File: config.mk
export PLATFORM = sky130hd
export DESIGN_NAME = core_writeback
export DESIGN_NICKNAME = d
export VERILOG_FILES = /design/src/rtl/core_writeback_pkg.sv /design/src/rtl/core_writeback_wb_fifo.sv /design/src/rtl/core_writeback.sv
export SDC_FILE = /design/constraint.sdc
export NUM_CORES = 1
export LEC_CHECK = 0
export BUFFER_PORTS_ARGS = -buffer_cell sky130_fd_sc_hd__buf_2
export CORE_MARGIN = 3
export CORE_UTILIZATION = 55
export CTS_CLUSTER_SIZE = 8
export DETAILED_ROUTE_END_ITERATION = 10
export GPL_TIMING_DRIVEN = 0
export HOLD_SLACK_MARGIN = 0.02
export PLACE_DENSITY = 0.78
export SYNTH_ARGS = -nofsm -noshare
export SYNTH_HDL_FRONTEND = slang
export SYNTH_SLANG_ARGS = --single-unit
File: constraint.sdc
create_clock -name clock -period 4.1 [get_ports clock]
set_input_delay 0.82 -clock clock [delete_from_list [all_inputs] [get_ports clock]]
set_output_delay 0.82 -clock clock [all_outputs]
set_load 0.02 [all_outputs]
File: src/rtl/core_writeback_pkg.sv
// rtl/core_writeback_pkg.sv - shared types and defaults for the writeback arbiter
//
// Purpose: defines the buffered writeback entry, the default FIFO depth and
// starvation limit, and a helper that builds a one-hot register mask.
package core_writeback_pkg;

  localparam int WB_FIFO_DEPTH   = 4;
  localparam int WB_STARVE_LIMIT = 7;

  typedef struct packed {
    logic [4:0]  regnum;
    logic [63:0] data;
  } wb_entry_t;

  function automatic logic [31:0] reg_bit(input logic [4:0] regnum);
    reg_bit = 32'd1 << regnum;
  endfunction

endpackage

File: src/rtl/core_writeback_wb_fifo.sv
// rtl/core_writeback_wb_fifo.sv - circular FIFO holding long-latency writeback results
//
// Purpose: DEPTH-entry FIFO with a combinational head (no bypass: a pushed
// entry becomes visible at the head on the following cycle).
// Ports:
//   clock, reset    rising-edge clock, asynchronous active-high reset
//   push_i          write push_data_i (ignored when full)
//   push_data_i     entry to store
//   pop_i           drop the head entry (ignored when empty)
//   head_o          oldest stored entry
//   count_o         number of stored entries
//   full_o, empty_o occupancy flags
module wb_fifo
  import core_writeback_pkg::*;
#(
  parameter int DEPTH = WB_FIFO_DEPTH,
  localparam int PW = (DEPTH > 1) ? $clog2(DEPTH) : 1,
  localparam int CW = $clog2(DEPTH + 1)
) (
  input  logic          clock,
  input  logic          reset,
  input  logic          push_i,
  input  wb_entry_t     push_data_i,
  input  logic          pop_i,
  output wb_entry_t     head_o,
  output logic [CW-1:0] count_o,
  output logic          full_o,
  output logic          empty_o
);

  wb_entry_t     mem_q [DEPTH];
  logic [PW-1:0] wr_q, wr_d;
  logic [PW-1:0] rd_q, rd_d;
  logic [CW-1:0] count_q, count_d;
  logic          push_ok, pop_ok;

  assign full_o  = (count_q == CW'(DEPTH));
  assign empty_o = (count_q == '0);
  assign count_o = count_q;
  assign head_o  = mem_q[rd_q];

  assign push_ok = push_i && !full_o;
  assign pop_ok  = pop_i && !empty_o;

  // Explicit wrap so non-power-of-two depths stay modulo DEPTH.
  always_comb begin
    wr_d    = wr_q;
    rd_d    = rd_q;
    count_d = count_q;
    if (push_ok) wr_d = (wr_q == PW'(DEPTH - 1)) ? '0 : wr_q + 1'b1;
    if (pop_ok)  rd_d = (rd_q == PW'(DEPTH - 1)) ? '0 : rd_q + 1'b1;
    case ({push_ok, pop_ok})
      2'b10:   count_d = count_q + 1'b1;
      2'b01:   count_d = count_q - 1'b1;
      default: count_d = count_q;
    endcase
  end

  always_ff @(posedge clock or posedge reset) begin
    if (reset) begin
      wr_q    <= '0;
      rd_q    <= '0;
      count_q <= '0;
    end else begin
      wr_q    <= wr_d;
      rd_q    <= rd_d;
      count_q <= count_d;
    end
  end

  // Storage needs no reset: entries are only read while counted as valid.
  always_ff @(posedge clock) begin
    if (push_ok) mem_q[wr_q] <= push_data_i;
  end

endmodule

File: src/rtl/core_writeback.sv
// rtl/core_writeback.sv - regfile writeback arbiter between pipeline and long-latency unit
//
// Purpose: merges in-order pipeline results with buffered mul/div results onto
// one registered regfile write port; the pipeline wins unless a buffered
// result has waited STARVE_LIMIT cycles, then the pipeline is stalled once.
// Also tracks registers with pending long-latency writes in busy_mask.
// Ports:
//   clock, reset                      rising-edge clock, async active-high reset
//   pipe_valid/pipe_regnum/pipe_data  pipeline writeback request
//   pipe_stall                        pipeline must hold its request this cycle
//   lu_valid/lu_regnum/lu_data        long-latency result, lu_ready = accepted
//   issue_valid/issue_regnum          long-latency op issued (marks reg busy)
//   W_regnum/W_data/write_enable      registered regfile write port
//   busy_mask                         pending long-latency destinations
module core_writeback
  import core_writeback_pkg::*;
#(
  parameter int FIFO_DEPTH   = WB_FIFO_DEPTH,
  parameter int STARVE_LIMIT = WB_STARVE_LIMIT
) (
  input  logic        clock,
  input  logic        reset,
  input  logic        pipe_valid,
  input  logic [4:0]  pipe_regnum,
  input  logic [63:0] pipe_data,
  input  logic        lu_valid,
  input  logic [4:0]  lu_regnum,
  input  logic [63:0] lu_data,
  output logic        lu_ready,
  input  logic        issue_valid,
  input  logic [4:0]  issue_regnum,
  output logic        pipe_stall,
  output logic [4:0]  W_regnum,
  output logic [63:0] W_data,
  output logic        write_enable,
  output logic [31:0] busy_mask
);

  localparam int CW = $clog2(FIFO_DEPTH + 1);
  localparam logic [2:0] STARVE_LIM3 = 3'(STARVE_LIMIT);

  wb_entry_t     lu_entry, head;
  logic [CW-1:0] fifo_count;
  logic          fifo_full, fifo_empty;
  logic          push, pop, pipe_take, has_entry;

  logic [2:0]    starve_q, starve_d;
  logic [4:0]    regnum_q, regnum_d;
  logic [63:0]   data_q, data_d;
  logic          we_q, we_d;
  logic [31:0]   busy_q, busy_d;

  assign lu_entry  = '{regnum: lu_regnum, data: lu_data};
  assign has_entry = (fifo_count != '0);
  assign lu_ready  = !fifo_full;
  assign push      = lu_valid && lu_ready;

  // Starved head takes the port; the pipe request is held, not consumed.
  assign pipe_stall = has_entry && (starve_q == STARVE_LIM3);
  assign pop        = !fifo_empty && (!pipe_valid || pipe_stall);
  assign pipe_take  = pipe_valid && !pipe_stall;

  wb_fifo #(.DEPTH(FIFO_DEPTH)) u_fifo (
    .clock       (clock),
    .reset       (reset),
    .push_i      (push),
    .push_data_i (lu_entry),
    .pop_i       (pop),
    .head_o      (head),
    .count_o     (fifo_count),
    .full_o      (fifo_full),
    .empty_o     (fifo_empty)
  );

  // Register 0 is consumed like any other request but never written.
  always_comb begin
    we_d     = 1'b0;
    regnum_d = regnum_q;
    data_d   = data_q;
    if (pipe_take) begin
      we_d     = (pipe_regnum != 5'd0);
      regnum_d = pipe_regnum;
      data_d   = pipe_data;
    end else if (pop) begin
      we_d     = (head.regnum != 5'd0);
      regnum_d = head.regnum;
      data_d   = head.data;
    end
  end

  always_comb begin
    starve_d = starve_q + 3'd1;
    if (!has_entry || pop) starve_d = 3'd0;
  end

  // Set is applied after clear so a same-cycle issue keeps the bit pending.
  always_comb begin
    busy_d = busy_q;
    if (pop) busy_d = busy_d & ~reg_bit(head.regnum);
    if (issue_valid && issue_regnum != 5'd0) busy_d = busy_d | reg_bit(issue_regnum);
  end

  always_ff @(posedge clock or posedge reset) begin
    if (reset) begin
      we_q     <= 1'b0;
      regnum_q <= '0;
      data_q   <= '0;
      starve_q <= '0;
      busy_q   <= '0;
    end else begin
      we_q     <= we_d;
      regnum_q <= regnum_d;
      data_q   <= data_d;
      starve_q <= starve_d;
      busy_q   <= busy_d;
    end
  end

  assign write_enable = we_q;
  assign W_regnum     = regnum_q;
  assign W_data       = data_q;
  assign busy_mask    = busy_q;

endmodule

==> metrics.md <==
| Metric | Value |
|---|---|
| H-tree depth | `2` |
| Worst hold-check path type | `input port to async pin` |
| Drt pass-1 iters | `5` |
| Hpwl dp | `21600 um` |
| Largest net degree at the start of global routing | `between 70 and 80` |
| Initial antenna violation count | `4` |
| Total global routing overflow | `0` |
| Fillers | `1805` |
| Register Area | `11100 um2` |
| Routed vias | `8941` |
| Die Y | `172 um` |
| Total Routed Length | `33000 um` |
| Final Instance Area | `between 15000 and 20000 um2` |
| Mapped Cells | `between 800 and 900` |
| Final setup vio count | `0` |
| Post-route setup slack | `~1.5 ns` |
| Cts repair resizes | `0` |
| Core area | `~27000 um2` |
| CP Capture Type | `primary output` |
| # rows | `60` |
| Global-route wire length before repair | `50900 um` |
| Layout Nets | `1332` |
| Crit Path Category | `flip-flop to primary output` |
| FF-to-FF path depth | `5` |
| EDFF count, synth | `roughly 280` |
| Yosys warnings | `0` |
| Synth Flop Type | `edfxtp_1` |
| # Post-CTS Setup Buffers | `0` |
| Syn Nets | `about 1000` |
| Hold-fix buffers, CTS | `0` |
| CP Launch Type | `flip-flop` |
| CTS Buf Count | `54` |
| # clock sinks | `388` |
| DRC | `0` |
| GR Util All Layers | `0.224` |
| Register area share after synthesis | `0.731` |
| Worst EP required | `3.28 ns` |
| RSZ-0062 raised after global routing | `false` |
| Post-DP Area | `17000 um2` |
| Post-DR vias/cell | `about 5.7` |
| Slew @ Worst Pin | `0.790 ns` |
| Run status | `finished clean` |
| Max-slew violations | `0` |
| Synth Register Bits | `388` |
| Post-synthesis cell type count | `42` |
| Root Buffer | `clkbuf_16` |
| Die area | `29600 um2` |
| Reg2reg end | `W_data[8]` |
| Max cap viols | `0` |
| Fin crit period | `around 2.6 ns` |
| Wire per inst | `21.2 um` |
| R2R setup slack | `between 1.5 and 2 ns` |
| P_leak | `just over 7 nW` |
| Number of buffers added on ports | `between 200 and 250` |
| Ports | `~250` |
| Initial DRC count | `~740` |
| F_max | `379 MHz` |
| Setup TNS | `0 ns` |
| Slew margin rel. | `0.472` |
| Vias in the first global route | `9029` |
| Clk pin slew, worst setup/hold paths | `0.05 ns` |
| Die W | `172 um` |
| Area of the multi-input gates | `3850 um2` |
| Worst R2R Start | `u_fifo.count_o[0]` |
| Pwr dens | `759 nW/um2` |
| Final Hold Viols | `0` |
| TritonCTS clock tree | `built` |
| Initial Util | `0.561` |
| Fraction of registers with async set/reset | `0.289` |
| Clock skew | `0.0116 ns` |
| Max VDD drop | `0.000488 V` |
| Cell area after synthesis | `15200 um2` |
| Crit path max fanout | `7` |
| Antenna Nets Post-Route | `0` |
| Period Utilization, post-route | `0.644` |
| Post-Place Setup Slack | `1.51 ns` |
| WP data arrival | `1.82 ns` |
| Syn avg cell area | `17.5 um2` |
| Share of layout cells above drive strength 1 | `0.349` |
| Clock buffer depth | `3` |
| Clk_lat worst skew | `0.54 ns` |
| GP Congestion | `0.847` |
| Area Overhead vs Synth | `22.4%` |
[registers in the layout, summed over array words and instances (netlist names)]
| signal | cells |
|---|---|
| u_fifo.mem_q | 276 |
| u_fifo.count_o | 3 |
| busy_mask | 32 |
| u_fifo.rd_q | 2 |
| write_enable | 1 |
| u_fifo.wr_q | 2 |
| starve_q | 3 |
| W_regnum | 5 |
| W_data | 64 |
[cell families (layout without fill, tap and decap cells)]
| logic type | count (synthesis) | in the layout | share of synthesized area |
|---|---|---|---|
| adder cells (fa/ha/maj) | 9 | 9 | 0.00792 |
| AO/OA/AOI/OAI | 135 | 135 | 0.0543 |
| buffers and inverters | 56 | 406 | 0.0170 |
| XOR/XNOR | 3 | 3 | 0.00173 |
| flip-flops | 388 | 388 | 0.731 |
| multiplexers | 138 | 138 | 0.148 |
| AND/OR/NAND/NOR | 136 | 136 | 0.0398 |
| other | 0 | 1 | 0 |
[layout by cell type (no fill, tap or decap), types with 3 or more instances in the layout]
| cell type | count |
|---|---|
| o21ai_1 | 13 |
| clkbuf_16 | 55 |
| edfxtp_1 | 276 |
| buf_2 | 272 |
| ha_1 | 8 |
| clkbuf_1 | 60 |
| dfrtp_1 | 112 |
| o21ai_0 | 69 |
| mux2_2 | 5 |
| mux4_2 | 69 |
| nand2b_1 | 9 |
| o31ai_2 | 4 |
| inv_1 | 6 |
| buf_16 | 5 |
| a31oi_1 | 5 |
| o31ai_1 | 35 |
| and3_4 | 4 |
| nor3b_1 | 3 |
| o22ai_1 | 5 |
| nand2_1 | 94 |
| mux2i_1 | 64 |
| nor2_1 | 10 |
[synth_stat cells (2+ instances only)]
master	number	area, um2
or2_2	2	12.5
nand4b_1	2	17.5
or2_1	2	12.5
buf_2	23	115
o22ai_1	5	31.3
buf_6	2	22.5
o31ai_2	4	50.1
ha_1	8	100
o31ai_1	35	263
buf_1	2	7.51
o21ai_1	13	65.1
xnor2_1	2	17.5
nor3b_1	3	22.5
dfrtp_1	112	2800
nand2_1	94	353
mux2_2	5	56.3
nand3b_1	2	15.0
clkbuf_1	21	78.8
edfxtp_1	276	8290
and3_1	4	25.0
mux4_2	69	1550
mux2i_1	64	641
o21ai_0	69	345
nor2_1	10	37.5
a31oi_1	5	31.3
inv_1	7	26.3
nand2b_1	9	56.3
[stage by stage]
step	cells	power, mW	utilization	hold WS (ns)
6_report	1557	14.1	0.687	0.276
4_1_cts	1556	14.3	0.687	0.275
5_1_grt	1557	14.9	0.687	0.296
3_5_place_dp	1460	10.2	0.629	0.440
2_1_floorplan	865	8.66	-	0.419
3_3_place_gp	1455	10.0	0.623	0.432
[worst max-delay path by stage]
stage,to,cells after the start,slack (ns),startpoint
floorplan,W_data[0],1,0.32,reset
global placement,W_data[41],2,-1.28,reset
detailed placement,W_data[7],8,1.51,u_fifo.count_o[0]
CTS,pipe_stall,3,1.42,u_fifo.count_o[0]
global route,W_data[8],8,1.35,u_fifo.count_o[0]
finish,pipe_stall,3,1.46,u_fifo.count_o[0]
[worst max-delay path, stage by stage, from the launching register on]
cell and delay [ns]:
dfrtp_1 0.46, o31ai_2 0.55, inv_1 0.09, buf_2 0.18
[power breakdown]
group,total [mW],leakage (nW),switching (mW),internal [mW]
registers,5.78,3.86,0.414,5.36
clock network,4.06,0.743,1.52,2.54
logic,4.26,2.51,2.57,1.69
total,14.1,7.12,4.50,9.60
[layer usage]
layer	global-route usage	wire length, um	part of all wire
met1	0.311	13600	0.41
met2	0.364	16300	0.50
met3	0.0501	2350	0.071
met4	0.0656	671	0.020
met5	0	45	0.0014
[cell type report]
cell class,instances,area share
timing repair buffer,254,0.0745
clock buffer,94,0.0820
inverter,7,0.00168
sequential,388,0.597
tap,341,0.0230
clock inverter,2,0.00209
antenna,1,0.000135
buffer,49,0.0125
multi-input combinational,421,0.207
No activity file was read; power rests on OpenSTA's default activity.
